==> src/rtl/divider.sv <==
`default_nettype none
// ============================================================================
//  Module      : divider
//  Description : Iterative integer divider for the RV32M DIV, DIVU, REM and
//                REMU instructions. Radix-2 restoring division on operand
//                magnitudes (one quotient bit per cycle) followed by a sign
//                fixup and divide-by-zero override. Fixed 34-cycle latency
//                from the accepting edge, counting that cycle as the first.
//
//  Ports       : clk_i        rising-edge clock
//                rst_ni       synchronous active-low reset
//                start_i      request, sampled only in IDLE
//                operand_a_i  dividend
//                operand_b_i  divisor
//                func_i       00 DIV, 01 DIVU, 10 REM, 11 REMU
//                result_o     quotient or remainder (registered, held)
//                div_done_o   one-cycle completion pulse (registered)
//                busy_o       high while an operation is in flight
//
//  Revision    : 1.0  initial release
// ============================================================================
module divider #(
    parameter int XLEN = 32
) (
    input  logic            clk_i,
    input  logic            rst_ni,
    input  logic            start_i,
    input  logic [XLEN-1:0] operand_a_i,
    input  logic [XLEN-1:0] operand_b_i,
    input  logic [1:0]      func_i,
    output logic [XLEN-1:0] result_o,
    output logic            div_done_o,
    output logic            busy_o
);

    // ------------------------------------------------------------------
    // Constants
    // ------------------------------------------------------------------
    localparam logic [1:0] S_IDLE     = 2'd0;
    localparam logic [1:0] S_CALC     = 2'd1;
    localparam logic [1:0] S_COMPLETE = 2'd2;

    localparam logic [1:0] c_func_div  = 2'b00;
    localparam logic [1:0] c_func_divu = 2'b01;
    localparam logic [1:0] c_func_rem  = 2'b10;

    // Counter value during the final iteration (32 iterations: 0..31).
    localparam logic [5:0] c_last_iter = 6'(XLEN - 1);

    // ------------------------------------------------------------------
    // Registers
    // ------------------------------------------------------------------
    logic [1:0]      r_state;
    logic [XLEN-1:0] r_rem;       // partial remainder
    logic [XLEN-1:0] r_quo;       // dividend bits shift out, quotient bits shift in
    logic [XLEN-1:0] r_divisor;   // divisor magnitude
    logic [XLEN-1:0] r_op_a;      // original dividend, returned by REM/REMU on div0
    logic [1:0]      r_func;
    logic            r_neg_q;
    logic            r_neg_r;
    logic            r_div0;
    logic [5:0]      r_count;
    logic [XLEN-1:0] r_result;
    logic            r_done;

    // ------------------------------------------------------------------
    // Combinational signals
    // ------------------------------------------------------------------
    logic [1:0]      w_next_state;
    logic            w_load;
    logic            w_iter;
    logic            w_finish;
    logic            w_busy;
    logic            w_signed;
    logic            w_sign_a;
    logic            w_sign_b;
    logic [XLEN-1:0] w_mag_a;
    logic [XLEN-1:0] w_mag_b;
    logic [XLEN:0]   w_rem_sh;
    logic [XLEN:0]   w_trial;
    logic            w_trial_neg;
    logic [XLEN-1:0] w_final;

    // ------------------------------------------------------------------
    // FSM: state register
    // ------------------------------------------------------------------
    always_ff @(posedge clk_i) begin
        if (!rst_ni) begin
            r_state <= S_IDLE;
        end else begin
            r_state <= w_next_state;
        end
    end

    // ------------------------------------------------------------------
    // FSM: next-state logic
    // ------------------------------------------------------------------
    always_comb begin
        w_next_state = r_state;
        case (r_state)
            S_IDLE:     if (start_i) w_next_state = S_CALC;
            S_CALC:     if (r_count == c_last_iter) w_next_state = S_COMPLETE;
            S_COMPLETE: w_next_state = S_IDLE;
            default:    w_next_state = S_IDLE;
        endcase
    end

    // ------------------------------------------------------------------
    // FSM: outputs / datapath controls
    // The done cycle is spent in IDLE, so busy also covers the pulse.
    // ------------------------------------------------------------------
    always_comb begin
        w_load   = 1'b0;
        w_iter   = 1'b0;
        w_finish = 1'b0;
        case (r_state)
            S_IDLE:     w_load   = start_i;
            S_CALC:     w_iter   = 1'b1;
            S_COMPLETE: w_finish = 1'b1;
            default:    ;
        endcase
        w_busy = (r_state != S_IDLE) || r_done;
    end

    // ------------------------------------------------------------------
    // Operand preparation: signed ops work on magnitudes
    // ------------------------------------------------------------------
    assign w_signed = ~func_i[0];
    assign w_sign_a = w_signed & operand_a_i[XLEN-1];
    assign w_sign_b = w_signed & operand_b_i[XLEN-1];
    assign w_mag_a  = w_sign_a ? (~operand_a_i + 1'b1) : operand_a_i;
    assign w_mag_b  = w_sign_b ? (~operand_b_i + 1'b1) : operand_b_i;

    // ------------------------------------------------------------------
    // One restoring step. The shifted remainder needs XLEN+1 bits; since
    // it is always below twice the divisor, bit XLEN of the trial
    // difference is a reliable "went negative" flag.
    // ------------------------------------------------------------------
    assign w_rem_sh    = {r_rem, r_quo[XLEN-1]};
    assign w_trial     = w_rem_sh - {1'b0, r_divisor};
    assign w_trial_neg = w_trial[XLEN];

    // ------------------------------------------------------------------
    // Sign fixup and divide-by-zero override. Signed overflow needs no
    // special case: |0x80000000| / 1 yields 0x80000000 with neg_q clear.
    // ------------------------------------------------------------------
    always_comb begin
        w_final = r_quo;
        case (r_func)
            c_func_div: begin
                if (r_div0)       w_final = '1;
                else if (r_neg_q) w_final = ~r_quo + 1'b1;
                else              w_final = r_quo;
            end
            c_func_divu: begin
                w_final = r_div0 ? '1 : r_quo;
            end
            c_func_rem: begin
                if (r_div0)       w_final = r_op_a;
                else if (r_neg_r) w_final = ~r_rem + 1'b1;
                else              w_final = r_rem;
            end
            default: begin
                w_final = r_div0 ? r_op_a : r_rem;
            end
        endcase
    end

    // ------------------------------------------------------------------
    // Datapath registers
    // ------------------------------------------------------------------
    always_ff @(posedge clk_i) begin
        if (!rst_ni) begin
            r_rem     <= '0;
            r_quo     <= '0;
            r_divisor <= '0;
            r_op_a    <= '0;
            r_func    <= 2'b00;
            r_neg_q   <= 1'b0;
            r_neg_r   <= 1'b0;
            r_div0    <= 1'b0;
            r_count   <= 6'd0;
            r_result  <= '0;
            r_done    <= 1'b0;
        end else begin
            r_done <= 1'b0;
            if (w_load) begin
                r_op_a    <= operand_a_i;
                r_func    <= func_i;
                r_quo     <= w_mag_a;
                r_divisor <= w_mag_b;
                r_neg_q   <= w_sign_a ^ w_sign_b;
                r_neg_r   <= w_sign_a;
                r_div0    <= (operand_b_i == '0);
                r_rem     <= '0;
                r_count   <= 6'd0;
            end else if (w_iter) begin
                r_rem   <= w_trial_neg ? w_rem_sh[XLEN-1:0] : w_trial[XLEN-1:0];
                r_quo   <= {r_quo[XLEN-2:0], ~w_trial_neg};
                r_count <= r_count + 6'd1;
            end else if (w_finish) begin
                r_result <= w_final;
                r_done   <= 1'b1;
            end
        end
    end

    assign result_o   = r_result;
    assign div_done_o = r_done;
    assign busy_o     = w_busy;

endmodule
`default_nettype wire

==> config.mk <==
export PLATFORM = sky130hd
export DESIGN_NAME = divider
export DESIGN_NICKNAME = d
export VERILOG_FILES = /design/src/rtl/divider.sv
export SDC_FILE = /design/constraint.sdc
export NUM_CORES = 1
export LEC_CHECK = 0
export ABC_AREA = 1
export ABC_CLOCK_PERIOD_IN_PS = 2300
export CORE_UTILIZATION = 55
export DETAILED_ROUTE_END_ITERATION = 7
export GPL_ROUTABILITY_DRIVEN = 0
export PLACE_DENSITY = 0.79
export SLEW_MARGIN = 20
export SYNTH_ARGS = -nofsm -noshare
export SYNTH_HDL_FRONTEND = slang
export SYNTH_SLANG_ARGS = --single-unit
==> constraint.sdc <==
create_clock -name clk_i -period 2.3 [get_ports clk_i]
set_clock_uncertainty 0.1 [all_clocks]
set_input_delay 0.23 -clock clk_i [delete_from_list [all_inputs] [get_ports clk_i]]
set_output_delay 0.23 -clock clk_i [all_outputs]
set_load 0.02 [all_outputs]
==> results of run 1 <==
## metal layers
layer | share of wire [%] | routed length [um]
met2 | 41 | 21900
met5 | 0 | 0
met3 | 14 | 7200
met4 | 5.1 | 2690
met1 | 40 | 21100
## worst max-delay path: stages (launching register included)
cell and delay (ns):
dfxtp_1 0.45, ha_4 0.26, nand2_2 0.09, inv_2 0.04, nand2_1 0.05, nand2_1 0.07
inv_1 0.08, nand2_2 0.08, a21oi_4 0.29, buf_6 0.15, nand3_4 0.11, nand2_8 0.13
buf_6 0.11, buf_6 0.10, nand2_1 0.05, nand3_1 0.08, a21oi_2 0.07
## through the flow
step	power, W	TNS [ns]	hold slack, ns
final	0.0145	-2.41	0.289
after global placement	0.0101	-1.18	0.334
after CTS	0.0135	-0.252	0.280
after global routing	0.0153	-6.19	0.306
after floorplan	0.00810	0	0.229
after detailed placement	0.0103	-3.59	0.345
## flip-flops by register name (all words and copies together) (netlist names)
register,flops
r_divisor,32
r_op_a,32
r_quo,32
r_rem,32
result_o,32
r_count,6
r_func,2
r_state,2
div_done_o,1
r_div0,1
r_neg_q,1
r_neg_r,1
## how the worst max path moves through the flow
stage                                from                      to  slack, ns
2_1_floorplan      r_quo[31]$_SDFFE_PN0P_  r_rem[24]$_SDFFE_PP0P_       0.01
3_3_place_gp       r_quo[31]$_SDFFE_PN0P_  r_rem[20]$_SDFFE_PP0P_      -0.05
3_5_place_dp       r_quo[31]$_SDFFE_PN0P_  r_rem[16]$_SDFFE_PP0P_      -0.12
4_1_cts            r_quo[31]$_SDFFE_PN0P_  r_rem[20]$_SDFFE_PP0P_      -0.03
5_1_grt        r_divisor[13]$_SDFFE_PN0P_  r_rem[21]$_SDFFE_PP0P_      -0.26
6_report           r_rem[21]$_SDFFE_PP0P_  r_rem[24]$_SDFFE_PP0P_      -0.12
## logic make-up (layout without fill, tap and decap cells)
kind of cell | Yosys count | after routing | synth area share [%]
flip-flops | 174 | 174 | 24.8
adder cells (fa/ha/maj) | 38 | 38 | 3.44
AND/OR/NAND/NOR | 1282 | 1283 | 38.7
XOR/XNOR | 25 | 25 | 1.56
AO/OA/AOI/OAI | 473 | 473 | 18.6
buffers and inverters | 465 | 660 | 12.8
## placed cells by master, fill, tap and decap left out, drive strengths merged, types with 5 or more instances in the layout
cell             n
dfxtp          174
buf            155
nand3          198
o21ai          207
nor4             6
inv            373
ha              37
a21oi          168
xnor2           10
o311ai           5
o32ai            5
o21bai           6
o22ai           24
clkinv           7
nor3            38
xor2            15
a31oi           14
or2              8
and2             8
nand2          745
clkbuf          20
a211oi           5
clkdlybuf4s50  102
nand4           37
o211ai          24
nor2           233
## power breakdown
group,switching [W],internal [W]
clock,0.00141,0.00146
combinational,0.00505,0.00304
sequential,0.000303,0.00326
total,0.00676,0.00776
## repair_timing
item | in CTS | in global routing
setup buffers | 6 | 10
endpoints found under the setup margin | 33 | 49
gates resized for setup | 29 | 103
gates cloned | 1 | 4
pin swaps | 9 | 21
hold buffers | 0 | 0
## area by class of cell
type,count,area share (%)
tap,330,2.34
multi-input combinational,1819,53.0
inverter,369,7.87
clock buffer,18,2.49
sequential,174,19.8
timing repair buffer,259,13.7
clock inverter,14,0.738
==> impl_summary.md, run 1 <==
Global routing
The met2 track utilization from global routing is 57.3%. The maximum number of pins on one net before global-route repair is 57. For met3 alone, demand over resource in global routing was 8.45%.

The via count of the first global-routing pass came to 15588. Global routing consumed, over all layers together, 38.7% of the routing resources. The number of antenna violations at the first check in global routing was 0.

In the global route stage, met1 resource usage came out at 53.7%. The first global-routing pass estimated 80.0 mm of wire. After global routing the overflow that remains totals 0. The busiest metal layer after global routing is met2.

Logic synthesis
The synthesized instance count is 2457. Among all cell types in the netlist, the one instantiated most often is nand2_1. After synthesis the cells add up to 14000 um^2. For this run, asynchronously set or reset flops after synthesis account for 0%. The number of flops mapped to enable cells by yosys is 0. In the post-synthesis netlist, the biggest area contributors are dfxtp_1 (25%), nand2_1 (20%), inv_1 (9.5%), nand3_1 (7.0%), o21ai_0 (7.0%). The number of nets handed over by synthesis was 2564. Of the synthesized area, sequential elements account for 24.8%. The number of warnings issued by yosys is 0. The synthesized design contains 174 register bits.

The number of distinct library cell variants in the gate-level netlist after synthesis is 58. The area share of the largest cell type after synthesis is 24.8%. Averaged over all synthesized cells, the footprint is 5.71 um^2. The largest area contributor in the netlist is dfxtp_1. Among all flip-flop cells after synthesis, the most frequent one is dfxtp_1. Sorting the synthesized cells by how often they occur yields nand2_1 (730), inv_1 (355), nor2_1 (218).

Status
The final reports fail on design-rule violations, negative setup slack. The run finished, with violations left.

Die
The cell row count is 58. The area of the core is 25100 um^2. The initial utilization of the core area, before any placement, comes to 55.9%. The die footprint is 26200 um^2. The number of top-level pins is 103. The vertical extent of the die is 162 um. The width of the chip is 162 um.

Placement
The placed instance area is 16200 um^2. Summed over all nets, the half-perimeter wirelength after detailed placement is 38.9 mm. The number of placed instances, taps included is 2931.

Prior to clock tree synthesis, the placed netlist has a worst setup slack of -0.121 ns. Buffers placed on the I/O ports in this run total 102.

STA
Across all setup checks in the final design, the least slack found is -0.119 ns. Measured against its own limit, the worst slew margin works out to 39.3%. Dividing the final minimum period by the clock period gives 105%. The count of endpoints failing hold in the final timing report came to 0. Counting I/O delays and the setup requirement, the final critical path takes 2.42 ns. The number of max-slew violations in the final report is 0. The fmax is 0.413 GHz. The setup violation total in the final timing report is 34. At the pin with the least slew margin, the transition time is 0.909 ns. Setup repair after global routing could not meet its margin everywhere.

Critical path
At the worst endpoint, the required time is 2.53 ns. Setup slack on the worst reg-to-reg path comes out at -0.12 ns. STA puts the critical path data arrival time at 2.64 ns. The critical path endpoint category is a register.

The worst setup path is launched from a register. The capture point of the worst reg-to-reg path is r_rem[24]$_SDFFE_PP0P_. Along the worst path, the maximum fanout reaches 5.

The critical setup path kind is register to register. For the worst flop-to-flop path, the logic depth is 16. The source of the worst register-to-register timing path is r_rem[21]$_SDFFE_PP0P_.

Drt
The first TritonRoute pass finished after 8 iterations. The routed via count divided by cell count is 5.97. The average detailed-routed wire length per instance is 17.7 um. For this block, the routed nets add up to 52.9 mm of wire. After detailed routing, the number of remaining DRC violations is 1. The count of nets left with antenna violations after detail routing is 0. The count of routing violations after the opening detailed-route iteration is 2779. The routed layout has 17800 vias.

Clocking
The H-tree was split into 4 levels. The clock latency of the later-clocked register in the worst-skew pair is 0.45 ns. The sink count of the clock tree is 174.

Clock-pin slew was measured on the worst setup and hold paths at 0.07 ns. The clock passes through at most 2 buffers. TritonCTS built the clock tree. Counting the buffers created by CTS gives 17.

The root buffer cell chosen for the clock tree is clkbuf_16.

Hold path
Along the worst hold path, the cell count comes to 3. The critical hold path startpoint is func_i[1]. The sink of the worst hold path is r_func[1]$_SDFFE_PN0P_. The worst hold path belongs to the class input pin to register.

Finish
The final antenna diode count is 0. The area growth from synthesis to layout is 25.7%. The post-route cell area is 17600 um^2. The area of all sequential standard cells is 3500 um^2. The layout has 2182 filler cells. Cells fill 70.3% of the core in the end. After the last flow step, the layout net total stands at 2747.

The area used by multi-input combinational logic is 9350 um^2. The number of standard cells in the final layout excluding fillers is 2983. The post-route netlist has 13.5% of its cells at a drive strength greater than 1.

Power and ir drop
The cell area power density is 823 nW/um^2. Across the VDD grid, the largest voltage drop is 537 uV. The leakage power is 8.31 nW.

Flow run
The number of violations of the max-capacitance limit is 0.
No activity file was read; power rests on OpenSTA's default activity.
==> run 2: changes to the inputs <==
--- a/config.mk
+++ b/config.mk
@@ -8,6 +8,7 @@
 export ABC_AREA = 1
 export ABC_CLOCK_PERIOD_IN_PS = 2300
 export CORE_UTILIZATION = 55
+export CTS_CLUSTER_DIAMETER = 150
 export DETAILED_ROUTE_END_ITERATION = 7
 export GPL_ROUTABILITY_DRIVEN = 0
 export PLACE_DENSITY = 0.79
==> results of run 2 <==
Final layout, timing and power as in run 1 (identical DEF).
